===== config.mk =====
export PLATFORM = sky130hd
export DESIGN_NAME = pc_fetch_unit
export DESIGN_NICKNAME = d
export VERILOG_FILES = /design/src/rtl/pc_fetch_unit.sv
export SDC_FILE = /design/constraint.sdc
export NUM_CORES = 1
export LEC_CHECK = 0
export CORE_MARGIN = 1
export CORE_UTILIZATION = 30
export DETAILED_ROUTE_END_ITERATION = 8
export PLACE_DENSITY = 0.6
export SYNTH_ARGS = -nofsm -noshare
export SYNTH_HDL_FRONTEND = slang
export SYNTH_SLANG_ARGS = --single-unit

===== constraint.sdc =====
create_clock -name clk -period 11.45 [get_ports clk]
set_clock_uncertainty 0.15 [all_clocks]
set_input_delay 2.8625 -clock clk [delete_from_list [all_inputs] [get_ports clk]]
set_output_delay 2.8625 -clock clk [all_outputs]
set_load 0.01 [all_outputs]

===== src/rtl/pc_fetch_unit.sv =====
// rtl/pc_fetch_unit.sv - MIPS program counter, next-PC select and fetch gating with sticky fetch fault
module pc_fetch_unit #(
    parameter logic [31:0] RESET_PC   = 32'h0000_0000,
    parameter int          IMEM_BYTES = 4096
) (
    input  logic        clk,
    input  logic        rst,
    input  logic        stall,
    input  logic        branch_taken,
    input  logic [15:0] branch_offset,
    input  logic        jump,
    input  logic [25:0] jump_index,
    input  logic        jump_reg,
    input  logic [31:0] jr_target,
    input  logic [31:0] instr_in,
    output logic [31:0] pc_out,
    output logic [31:0] pc_plus4,
    output logic [31:0] instr_out,
    output logic        instr_valid,
    output logic [31:0] issue_count,
    output logic        fault,
    output logic [1:0]  fault_cause,
    output logic [31:0] fault_pc
);

    typedef enum logic [1:0] {
        BOOT  = 2'd0,
        RUN   = 2'd1,
        FAULT = 2'd2
    } state_t;

    localparam logic [31:0] LAST_PC      = 32'(IMEM_BYTES - 4);
    localparam logic [1:0]  CAUSE_ALIGN  = 2'b01;
    localparam logic [1:0]  CAUSE_RANGE  = 2'b10;

    state_t      state_q;
    logic [31:0] pc_q;
    logic [31:0] issue_q;
    logic        fault_q;
    logic [1:0]  cause_q;
    logic [31:0] fault_pc_q;

    logic [31:0] seq_pc;
    logic [31:0] branch_disp;
    logic [31:0] target_d;
    logic        misaligned;
    logic        out_of_range;

    always_comb begin
        seq_pc      = pc_q + 32'd4;
        branch_disp = {{14{branch_offset[15]}}, branch_offset, 2'b00};
        target_d    = seq_pc;
        if (jump_reg) begin
            target_d = jr_target;
        end else if (jump) begin
            target_d = {seq_pc[31:28], jump_index, 2'b00};
        end else if (branch_taken) begin
            target_d = seq_pc + branch_disp;
        end
        misaligned   = (target_d[1:0] != 2'b00);
        out_of_range = (target_d > LAST_PC);
    end

    // A faulting fetch still counts: the instruction at pc_q was issued this cycle.
    always_ff @(posedge clk) begin
        if (rst) begin
            state_q    <= BOOT;
            pc_q       <= RESET_PC;
            issue_q    <= 32'd0;
            fault_q    <= 1'b0;
            cause_q    <= 2'b00;
            fault_pc_q <= 32'd0;
        end else begin
            case (state_q)
                BOOT: state_q <= RUN;
                RUN: begin
                    if (!stall) begin
                        issue_q <= issue_q + 32'd1;
                        if (misaligned || out_of_range) begin
                            state_q    <= FAULT;
                            fault_q    <= 1'b1;
                            cause_q    <= misaligned ? CAUSE_ALIGN : CAUSE_RANGE;
                            fault_pc_q <= target_d;
                        end else begin
                            pc_q <= target_d;
                        end
                    end
                end
                FAULT:   state_q <= FAULT;
                default: state_q <= BOOT;
            endcase
        end
    end

    assign pc_out      = pc_q;
    assign pc_plus4    = seq_pc;
    assign instr_valid = (state_q == RUN) && !stall;
    assign instr_out   = instr_valid ? instr_in : 32'h0000_0000;
    assign issue_count = issue_q;
    assign fault       = fault_q;
    assign fault_cause = cause_q;
    assign fault_pc    = fault_pc_q;

endmodule


==> results.md, run 1 <==
* FFs w/ async S/R, synth at 0
* Iter 0 DRT Violations at 661
* P_leak at 4.12 nW
* R2R setup slack at 4.59 ns
* IO Count at 276
* # resized after CTS at 0
* Mapped cell area at 7700 um2
* Clk buf depth at 2
* Root Driver: clkbuf_16
* Setup CP Type: primary input to primary output
* Largest family of logic cells by synthesized area: simple AND/OR/NAND/NOR gates
* Slew of the pin with the lowest slew margin at 1.10 ns
* Grt ovf at 0
* Max-slew violations at 0
* DRC errors left at 0
* Compound-Gate Fraction of Synth Area at 0.211
* Count of different cell masters after synthesis at 79
* Startpoint types: primary input
* Number of hold buffers added after CTS at 0
* Warning count from the yosys run at 0
* Sink Count at 101
* Outcome: completed
* Setup bufs post-CTS at 0
* Power Total at 1.03 mW
* Crit share post-route at 0.716
* Slowest stage delay, CP at 0.65 ns
* Crit Path Max Fanout at 46
* Met1 wire length at 14.8 mm
* CP endpoint kind: primary output
* Max Cap Violations at 0
* Xor/xnor share of the synthesized area at 0.0728
* Final setup TNS at 0 ns
* CTS tree: built
* Initial antenna violation count at 0
* Reg2reg start: pc_out[3]
* DR vias/cell at 5.38
* Final hold violations at 0
* Slowest CP cell: inv_2
* Leading area contributor after synthesis: dfxtp_1
* Avg WL per Cell at 20.2 um
* Floorplan die width at 162 um
* Core ar. at 25200 um2
* Ranking of synthesized cells by area: dfxtp_1 26%, nand2_1 6.4%, ha_1 5.4%, and2_1 4.9%, nor2_1 4.1%
* ANT cells at 0
* Die height at 162 um
* Crit path required time at 8.44 ns
* Layout cells sized above 1 at 0.0399
* Peak VDD IR at 80.4 uV
* Syn avg cell area at 7.63 um2
* Pin count of the biggest net entering global routing at 66
* Post-synthesis mux area share at 0.0468
* Area Growth Syn to Fin at 42.5%
* Worst path cell trace: clkdlybuf4s50_1 > nand2b_1 > inv_2 > and2_1 > clkdlybuf4s50_1
* Starting density of the core at 0.306
* I/O Buffers at 275
* Fmax at 122 MHz
* Final ANT Viol Nets at 0
* WL met3 at 1.98 mm
* Crit path time final at 8.20 ns
* DR WL met2 at 14.6 mm
* Syn nets at 1155
* Critical path's top delay family: buffers and inverters
* Finish-stage setup viols at 0
* DRT Pass-1 Iters at 5
* Number of global-route vias before repair at 8154
* Fraction of the mapped netlist area in simple logic gates at 0.307
* Post-Syn Instances at 1009
* Critical path data arrival time at 5.18 ns
* Post-synth top area share at 0.263
* Seq/Total Area, Yosys at 0.263
* Clock transition at path regs at 0.07 ns
* Max Used Layer: met4
* Final Wtd Congestion at 0.909
* Worst hold path type: register to register
* DP HPWL at 25.3 mm
* First-pass GRT wire length at 48.0 mm
* DRT Wirelength at 32.0 mm
* Vias at 8506
* Worst Path Buf+Inv at 3
* Slew headroom at 0.248
* RSZ-0062 raised after global routing: no
* Prevailing post-synth register cell: dfxtp_1
* Worst-skew pair later-pin latency at 0.36 ns
* Post-synth EDFFs at 0
* Most used cell along the critical path: clkdlybuf4s50_1
* Synth Area in Adders at 0.0562
* PD cells at 94.1 nW/um2
* CTS Buf Count at 9
* Die area at 26300 um2
* GRT Overall Usage at 0.240
* Crit path from: stall
* FP Rows at 58
* Final net count at 1393
* CTS H-tree lvls at 3
* Hold_sp: fault_pc[20]
* Synth Register Bits at 101
==> worst reg2reg max path, cell delays in order (launching register included) <==
cell and delay, ns:
dfxtp_1 0.48, ha_1 0.27, nand3_1 0.35, nor4_1 1.04, nand4_1 0.21, xnor2_1 0.47
ha_1 0.36, nand2_1 0.13, o21ai_0 0.57, nor2_1 0.15, a311oi_1 0.36, o21ai_0 0.19
a31o_2 0.31, a31oi_1 0.35, nand4_2 0.33, o21ai_4 0.63, mux2_2 0.41
==> per-stage QoR <==
stage               instances  utilization  hold slack (ns)  setup WS [ns]  area (um2)
global placement         1566        0.424            0.293           3.31       10700
floorplan                1009            -            0.328           4.73        7700
CTS                      1582        0.436            0.315           3.23       11000
detailed placement       1566        0.424            0.302           3.23       10700
finish                   1582        0.436            0.310           3.25       11000
global route             1582        0.436            0.324           3.07       11000
==> synth_stat cells, types with 5 or more instances <==
library cell  count
mux2i_1          27
a211oi_1         20
and3_1           19
nand2_1         131
clkbuf_1         41
or3_1            13
o21ai_0          44
a21oi_1          63
o211a_1           6
inv_1            24
ha_1             33
nor2b_1          13
nand3_1          26
buf_1             5
nor3b_1           5
mux2_2            6
a21o_1            8
nor2_1           85
xor2_1           33
xnor2_1          31
and4_1           10
and2_1           60
o221ai_1          6
nor3_1           21
nor4_1           15
o211ai_1         20
o31ai_1           5
nand2b_1         11
nand4_1          29
a31oi_1          10
dfxtp_1         101
o21a_1            5
==> kinds of logic after synthesis <==
group | count (synthesis)
fa+ha+maj | 34
buf+inv | 81
xor+xnor | 64
compound gates | 237
flops | 101
simple gates | 457
mux | 35
==> final cells by class <==
class	count	area (um2)
inverter	26	97.6
tap	330	413
timing repair buffer	282	2800
fill	2527	14200
multi-input combinational	827	5340
clock inverter	6	76.3
clock buffer	10	229
sequential	101	2020
==> placed cells by master (no fill, tap or decap), types with 4 or more instances in the layout <==
master,instances
clkdlybuf4s50_1,273
nand2_1,131
dfxtp_1,101
nor2_1,85
a21oi_1,63
and2_1,60
o21ai_0,44
xor2_1,33
ha_1,33
xnor2_1,31
nand4_1,29
mux2i_1,27
nand3_1,26
inv_1,24
nor3_1,21
o211ai_1,20
a211oi_1,20
and3_1,19
nor4_1,15
or3_1,13
nor2b_1,12
nand2b_1,11
and4_1,10
a31oi_1,10
clkbuf_16,9
a21o_1,8
buf_4,7
o211a_1,6
o221ai_1,6
mux2_2,6
o21a_1,5
nor3b_1,5
o31ai_1,5
or4_1,4
a221oi_1,4
a311oi_1,4
o311ai_0,4
inv_6,4
==> registers in the layout, summed over array words and instances, names as in the netlist <==
name / count
issue_count: 32
pc_out: 32
fault_pc: 32
fault_cause: 2
fault: 1
state_q: 2
==> path summary, 6_finish.rpt <==
check             cells after the start             to
setup / recovery                      5  instr_out[20]
hold / removal                        2   fault_pc[20]
setup reg to reg                     16    fault_pc[2]
hold reg to reg                       2   fault_pc[20]
==> per-layer routing <==
metal / vias up / GRT usage
li1: 4144 / -
met1: 4006 / 0.319
met2: 325 / 0.391
met3: 31 / 0.0457
met4: 0 / 0.0738
met5: - / 0
==> report_power, final <==
part	internal (mW)	switching [mW]	total, mW
sequential	0.376	0.0157	0.392
clock	0.175	0.148	0.323
combinational	0.159	0.159	0.318
total	0.710	0.323	1.03
Power figures use the tool's default switching activity.
==> run 2: changes to the inputs <==
==> constraint.sdc (replaced) <==
create_clock -name clk -period 8.4 [get_ports clk]
set_clock_uncertainty 0.15 [all_clocks]
set_input_delay 2.1 -clock clk [delete_from_list [all_inputs] [get_ports clk]]
set_output_delay 2.1 -clock clk [all_outputs]
set_load 0.01 [all_outputs]
==> run 2 against run 1 <==
  * Cell area grew 0.32%
  * First-iteration DRC count up 20%
  * Worst hold slack got worse by 0.00098 ns
  * Critical path depth up 10
  * Routed wire length is 0.61% lower
  * Final cell count grew 0.25%
  * Register-to-register slack lost 3.2 ns
  * Sequential share of layout area fell by 0.059 points
  * Non-clock buffer count grew 4
  * Die area unchanged
==> results.md, run 2 (synthesis gave the netlist of run 1 again) <==
* Starting density of the core at 0.306 (unchanged)
* Fill count at 2537 (+0.40%)
* WL met3 at 2.76 mm (+39%)
* Core ar. at 25200 um2 (unchanged)
* Floorplan die width at 162 um (unchanged)
* Setup CP Type: register to register
* # resized after CTS at 0 (unchanged)
* Final hold violations at 0 (unchanged)
* Crit path required time at 8.48 ns (+0.04 ns)
* Area used by multi-input combinational logic at 5340 um2 (about the same)
* CTS Buf Count at 9 (unchanged)
* Worst-skew pair later-pin latency at 0.36 ns (about the same)
* Final ANT Viol Nets at 0 (unchanged)
* DP HPWL at 25.4 mm (+0.46%)
* DRT Wirelength at 31.8 mm (-0.61%)
* Met1 wire length at 14.1 mm (-4.4%)
* Layout cells sized above 1 at 0.0430 (+0.00306)
* Startpoint types: register
* Peak VDD IR at 101 uV (+26%)
* Reg-to-reg endpoint: fault_pc[23]
* Max-slew violations at 0 (unchanged)
* I/O Buffers at 275 (unchanged)
* Outcome: completed
* Slew of the pin with the lowest slew margin at 1.28 ns (+0.184 ns)
* RSZ-0062 raised after global routing: no
* Hold path cells at 2 (unchanged)
* GRT Overall Usage at 0.239 (-0.00169)
* Max Used Layer: met4
* Hold_sp: fault_pc[12]
* Most frequent cells in the layout: 273 x clkdlybuf4s50_1, 131 x nand2_1, 101 x dfxtp_1
* Worst hold path type: register to register
* Commonest non-fill, non-tap cell in the layout: clkdlybuf4s50_1
* First-pass GRT wire length at 48.1 mm (about the same)
* CP endpoint kind: register
* Slowest CP cell: a2111oi_0
* Number of global-route vias before repair at 8176 (+0.27%)
* R2R setup slack at 1.38 ns (-3.21 ns)
* P_leak at 4.14 nW (+0.51%)
* Clock transition at path regs at 0.07 ns (about the same)
* DR vias/cell at 5.45 (+1.3%)
* Worst Hold Endpoint: fault_pc[12]
* Die area at 26300 um2 (unchanged)
* Slew headroom at 0.122 (-0.126)
* Crit path time final at 7.02 ns
* Iter 0 DRT Violations at 796 (+20%)
* Pin count of the biggest net entering global routing at 66 (unchanged)
* DRC errors left at 0 (unchanged)
* Register area at 2020 um2 (unchanged)
* CTS tree: built
* Initial antenna violation count at 0 (unchanged)
* Clk buf depth at 2 (unchanged)
* Vias at 8636 (+1.5%)
* DR WL met2 at 14.3 mm (-1.6%)
* Setup bufs post-CTS at 0 (unchanged)
* Worst Path Buf+Inv at 1 (-2)
* Final setup TNS at 0 ns (unchanged)
* Final Wtd Congestion at 0.932 (+2.6%)
* Finish-stage setup viols at 0 (unchanged)
* Reg2reg start: pc_out[2]
* Root Driver: clkbuf_16
* Avg WL per Cell at 20.0 um (-0.86%)
* Max Cap Violations at 0 (unchanged)
* Power Total at 1.42 mW (+37%)
* Sink Count at 101 (unchanged)
* PD cells at 129 nW/um2 (+37%)
* Critical path's top delay family: compound AO/OA/AOI/OAI gates
* Critical path data arrival time at 7.10 ns (+1.92 ns)
* Crit Path Max Fanout at 17 (-63%)
* Area Growth Syn to Fin at 43.0%
* Die height at 162 um (unchanged)
* Slowest stage delay, CP at 1.11 ns (+0.46 ns)
* Number of hold buffers added after CTS at 0 (unchanged)
* Fmax at 142 MHz
* Crit share post-route at 0.836
* IO Count at 276 (unchanged)
* ANT cells at 0 (unchanged)
* Grt ovf at 0 (unchanged)
* FP Rows at 58 (unchanged)
* Worst Reg-to-Reg Cells at 15 (-1)
* CTS H-tree lvls at 3 (unchanged)
* DRT Pass-1 Iters at 5 (unchanged)
* Worst path cell trace: ha_1 > nand3_1 > buf_4 > nor4_1 > nand4_1 > xnor2_1 > ha_1 > nand4_1 > a2111oi_0 > o21ai_0 > xor2_1 > a221oi_1 > and4b_1 > a21oi_4 > mux2_1
* Final net count at 1397 (+0.29%)
-- run 2: per-layer routing --
metal / vias to the layer above / GRT usage
met4: 0 / 0.0665
li1: 4163 / -
met3: 34 / 0.0447
met2: 391 / 0.388
met1: 4048 / 0.320
met5: - / 0
-- run 2: metrics by stage --
stage	setup slack (ns)	hold WS (ns)	instances	utilization	instance area [um2]
after CTS	1.59	0.315	1586	0.437	11000
final	1.38	0.309	1586	0.437	11000
after global placement	1.35	0.292	1570	0.425	10700
after global routing	1.02	0.318	1586	0.437	11000
after floorplan	2.83	0.328	1009	-	7700
after detailed placement	1.30	0.303	1570	0.425	10700
-- run 2: worst register-to-register path, cell delays in order (launching register included) --
cell,delay [ns]
dfxtp_1,0.48
ha_1,0.27
nand3_1,0.09
buf_4,0.19
nor4_1,1.01
nand4_1,0.21
xnor2_1,0.40
ha_1,0.35
nand4_1,0.24
a2111oi_0,1.11
o21ai_0,0.33
xor2_1,0.22
a221oi_1,0.49
and4b_1,0.42
a21oi_4,0.56
mux2_1,0.38
-- run 2: where the power goes --
group / switching, mW / total, mW / internal (mW)
clock: 0.204 / 0.443 / 0.239
sequential: 0.0217 / 0.534 / 0.513
combinational: 0.222 / 0.440 / 0.218
-- run 2: how the worst max path moves through the flow --
stage | start | depth (start not counted) | endpoint
floorplan | branch_offset[0] | 12 | pc_out[2]
global placement | branch_offset[15] | 11 | fault_pc[26]
detailed placement | branch_offset[7] | 12 | fault_pc[23]
CTS | stall | 5 | instr_out[26]
global route | pc_out[3] | 15 | fault_pc[23]
finish | pc_out[2] | 15 | fault_pc[23]
-- run 2: layout make-up --
type                    instances  share of cell area
multi-input cells             827               0.485
repair buffers                286               0.257
clock buffers                   9              0.0205
well taps                     330              0.0375
clock inverters                 7             0.00796
flip-flops and latches        101               0.184
inverters                      26             0.00887
==> run 3: changes to the inputs <==
==> constraint.sdc (replaced) <==
create_clock -name clk -period 7.18 [get_ports clk]
set_clock_uncertainty 0.15 [all_clocks]
set_input_delay 1.795 -clock clk [delete_from_list [all_inputs] [get_ports clk]]
set_output_delay 1.795 -clock clk [all_outputs]
set_load 0.01 [all_outputs]
==> run 3 against run 2 <==
  * Highest routed layer unchanged
  * Critical endpoint is now pc_out[7]
  * Die area did not move
  * Routed wire length rose by 1.1%
  * First-iteration DRC count fell by 13%
  * Register-to-register slack got worse by 0.41 ns
  * Largest cell class unchanged
  * Sequential cell count did not move
  * Sequential power rose by 17%
  * Worst hold slack got worse by 0.0018 ns
  * Power rose by 17%
  * Utilization rose by 0.21 points
  * Worst setup slack got worse by 0.61 ns
  * Final cell count rose by 0.44%
  * Largest power group unchanged
  * Combinational power rose by 18%
==> results.md, run 3 (synthesis gave the netlist of run 1 again) <==
* Crit share post-route at 0.892
* GRT Overall Usage at 0.240 (+0.00158)
* Number of hold buffers added after CTS at 0 (unchanged)
* CP endpoint kind: register
* Fill count at 2553 (+0.63%)
* Critical path data arrival time at 6.54 ns (-0.56 ns)
* Reg-to-reg endpoint: pc_out[7]
* ANT cells at 0 (unchanged)
* PD cells at 150 nW/um2 (+17%)
* Switching share of power at 0.314 (-0.00160)
* Setup bufs post-CTS at 0 (unchanged)
* Final Instance Area at 11100 um2 (+0.49%)
* IO Count at 276 (unchanged)
* Core ar. at 25200 um2 (unchanged)
* GRT met3 Usage at 0.0546 (+0.00996)
* Sw power at 0.522 mW (+17%)
* Worst Reg-to-Reg Cells at 16 (+1)
* Fmax at 156 MHz
* Crit path required time at 7.32 ns (-1.16 ns)
* Worst hold path type: register to register
* Slowest CP cell: clkdlybuf4s50_1
* Number of global-route vias before repair at 8449 (+3.3%)
* DRT Pass-1 Iters at 5 (unchanged)
* Logic pwr share at 0.313 (+0.002)
* R2R setup slack at 0.97 ns (-0.41 ns)
* Top Usage Layer GRT: met2
* Final Wtd Congestion at 0.949 (+1.9%)
* Clock transition at path regs at 0.08 ns (about the same)
* Hold_sp: fault_pc[30]
* CTS H-tree lvls at 3 (unchanged)
* Iter 0 DRT Violations at 694 (-13%)
* Final setup TNS at 0 ns (unchanged)
* CTS Buf Count at 9 (unchanged)
* Register area at 2020 um2 (unchanged)
* RSZ-0062 raised after global routing: no
* Clk buf depth at 2 (unchanged)
* First-pass GRT wire length at 48.5 mm (+0.96%)
* I/O Buffers at 275 (unchanged)
* Initial antenna violation count at 0 (unchanged)
* Sink Count at 101 (unchanged)
* GR Util met1 at 0.307 (-0.0134)
* Area used by multi-input combinational logic at 5340 um2 (unchanged)
* Crit path time final at 6.41 ns
* Slowest stage delay, CP at 0.81 ns (-0.30 ns)
* Peak VDD IR at 161 uV (+59%)
* Final hold violations at 0 (unchanged)
* Clock share of power at 0.311 (about the same)
* Final net count at 1404 (+0.50%)
* Slew of the pin with the lowest slew margin at 0.829 ns (-0.455 ns)
* Crit path from: branch_offset[15]
* Commonest non-fill, non-tap cell in the layout: clkdlybuf4s50_1
* Avg WL per Cell at 20.2 um (+0.66%)
* Root Driver: clkbuf_16
* Register share of total power at 0.376 (about the same)
* Worst Hold Endpoint: fault_pc[30]
* Slew headroom at 0.433 (+0.311)
* DRC errors left at 0 (unchanged)
* Pin count of the biggest net entering global routing at 66 (unchanged)
* Vias at 8713 (+0.89%)
* Grt ovf at 0 (unchanged)
* DP HPWL at 25.4 mm (+0.12%)
* Area Growth Syn to Fin at 43.7%
* Final ANT Viol Nets at 0 (unchanged)
* Die area at 26300 um2 (unchanged)
* Area post-placement at 10700 um2 (+0.49%)
* Met2 Use GR at 0.389 (+0.00117)
* Max Cap Violations at 0 (unchanged)
* Outcome: completed
* Finish-stage setup viols at 0 (unchanged)
* Pint at 1.14 mW (+17%)
* Die height at 162 um (unchanged)
* Worst path cell trace: clkdlybuf4s50_1 > ha_1 > nand2_1 > o21ai_0 > nor2_1 > a311oi_1 > o21ai_0 > a31o_2 > a31oi_1 > nand4_2 > nor3_2 > buf_4 > mux2i_1
* Most used cell along the critical path: o21ai_0
* Setup CP Type: primary input to register
* Hold path cells at 2 (unchanged)
* Max-slew violations at 0 (unchanged)
* Most frequent cells in the layout: 273 x clkdlybuf4s50_1, 131 x nand2_1, 101 x dfxtp_1
* P_leak at 4.18 nW (+0.88%)
* Layout cells sized above 1 at 0.0483 (+0.00530)
* # resized after CTS at 0 (unchanged)
* DR vias/cell at 5.47 (+0.45%)
* Hold slack at 0.307 ns (-0.00180 ns)
* Crit Path Max Fanout at 16 (-1)
* Floorplan die width at 162 um (unchanged)
* Reg2reg start: pc_out[15]
* CTS tree: built
* Startpoint types: primary input
* DRT Wirelength at 32.1 mm (+1.1%)
* Starting density of the core at 0.306 (unchanged)
* FP Rows at 58 (unchanged)
* Worst-skew pair later-pin latency at 0.36 ns (about the same)
-- run 3: worst max-delay path, delay by kind of cell --
family / cells / cell delay, ns
compound gates: 5 / 1.66
buf+inv: 2 / 1.12
simple gates: 4 / 1.09
fa+ha+maj: 1 / 0.69
mux: 1 / 0.20
-- run 3: layer usage --
metal / share of wire / vias up
met5: 0 / -
met4: 0.032 / 0
met3: 0.078 / 66
met2: 0.45 / 406
met1: 0.44 / 4073
li1: - / 4168
-- run 3: power by group through the flow --
| stage | registers (mW) | clock network (mW) | logic, mW |
|---|---|---|---|
| floorplan | 0.650 | 0 | 0.239 |
| global placement | 0.637 | 0 | 0.518 |
| detailed placement | 0.637 | 0 | 0.520 |
| CTS | 0.625 | 0.533 | 0.523 |
| global route | 0.629 | 0.551 | 0.560 |
| finish | 0.624 | 0.517 | 0.520 |
-- run 3: area by class of cell --
type                       count  area share
timing repair buffer         293       0.260
inverter                      26     0.00882
tap                          330      0.0373
clock inverter                 7     0.00803
multi-input combinational    827       0.482
clock buffer                   9      0.0204
sequential                   101       0.183
-- run 3: worst max-delay path by stage --
| stage | end | slack [ns] | depth (start not counted) |
|---|---|---|---|
| final | pc_out[7] | 0.77 | 13 |
| after global routing | pc_out[5] | 0.43 | 13 |
| after CTS | pc_out[7] | 0.88 | 13 |
| after detailed placement | pc_out[4] | 0.52 | 13 |
| after global placement | pc_out[4] | 0.63 | 13 |
| after floorplan | pc_out[2] | 1.92 | 12 |
-- run 3: stage by stage --
stage | setup slack [ns] | cells | util | power, mW
after global routing | 0.427 | 1593 | 0.439 | 1.74
after detailed placement | 0.524 | 1577 | 0.427 | 1.16
after CTS | 0.884 | 1593 | 0.439 | 1.68
after global placement | 0.634 | 1577 | 0.427 | 1.15
after floorplan | 1.92 | 1009 | - | 0.889
final | 0.773 | 1593 | 0.439 | 1.66
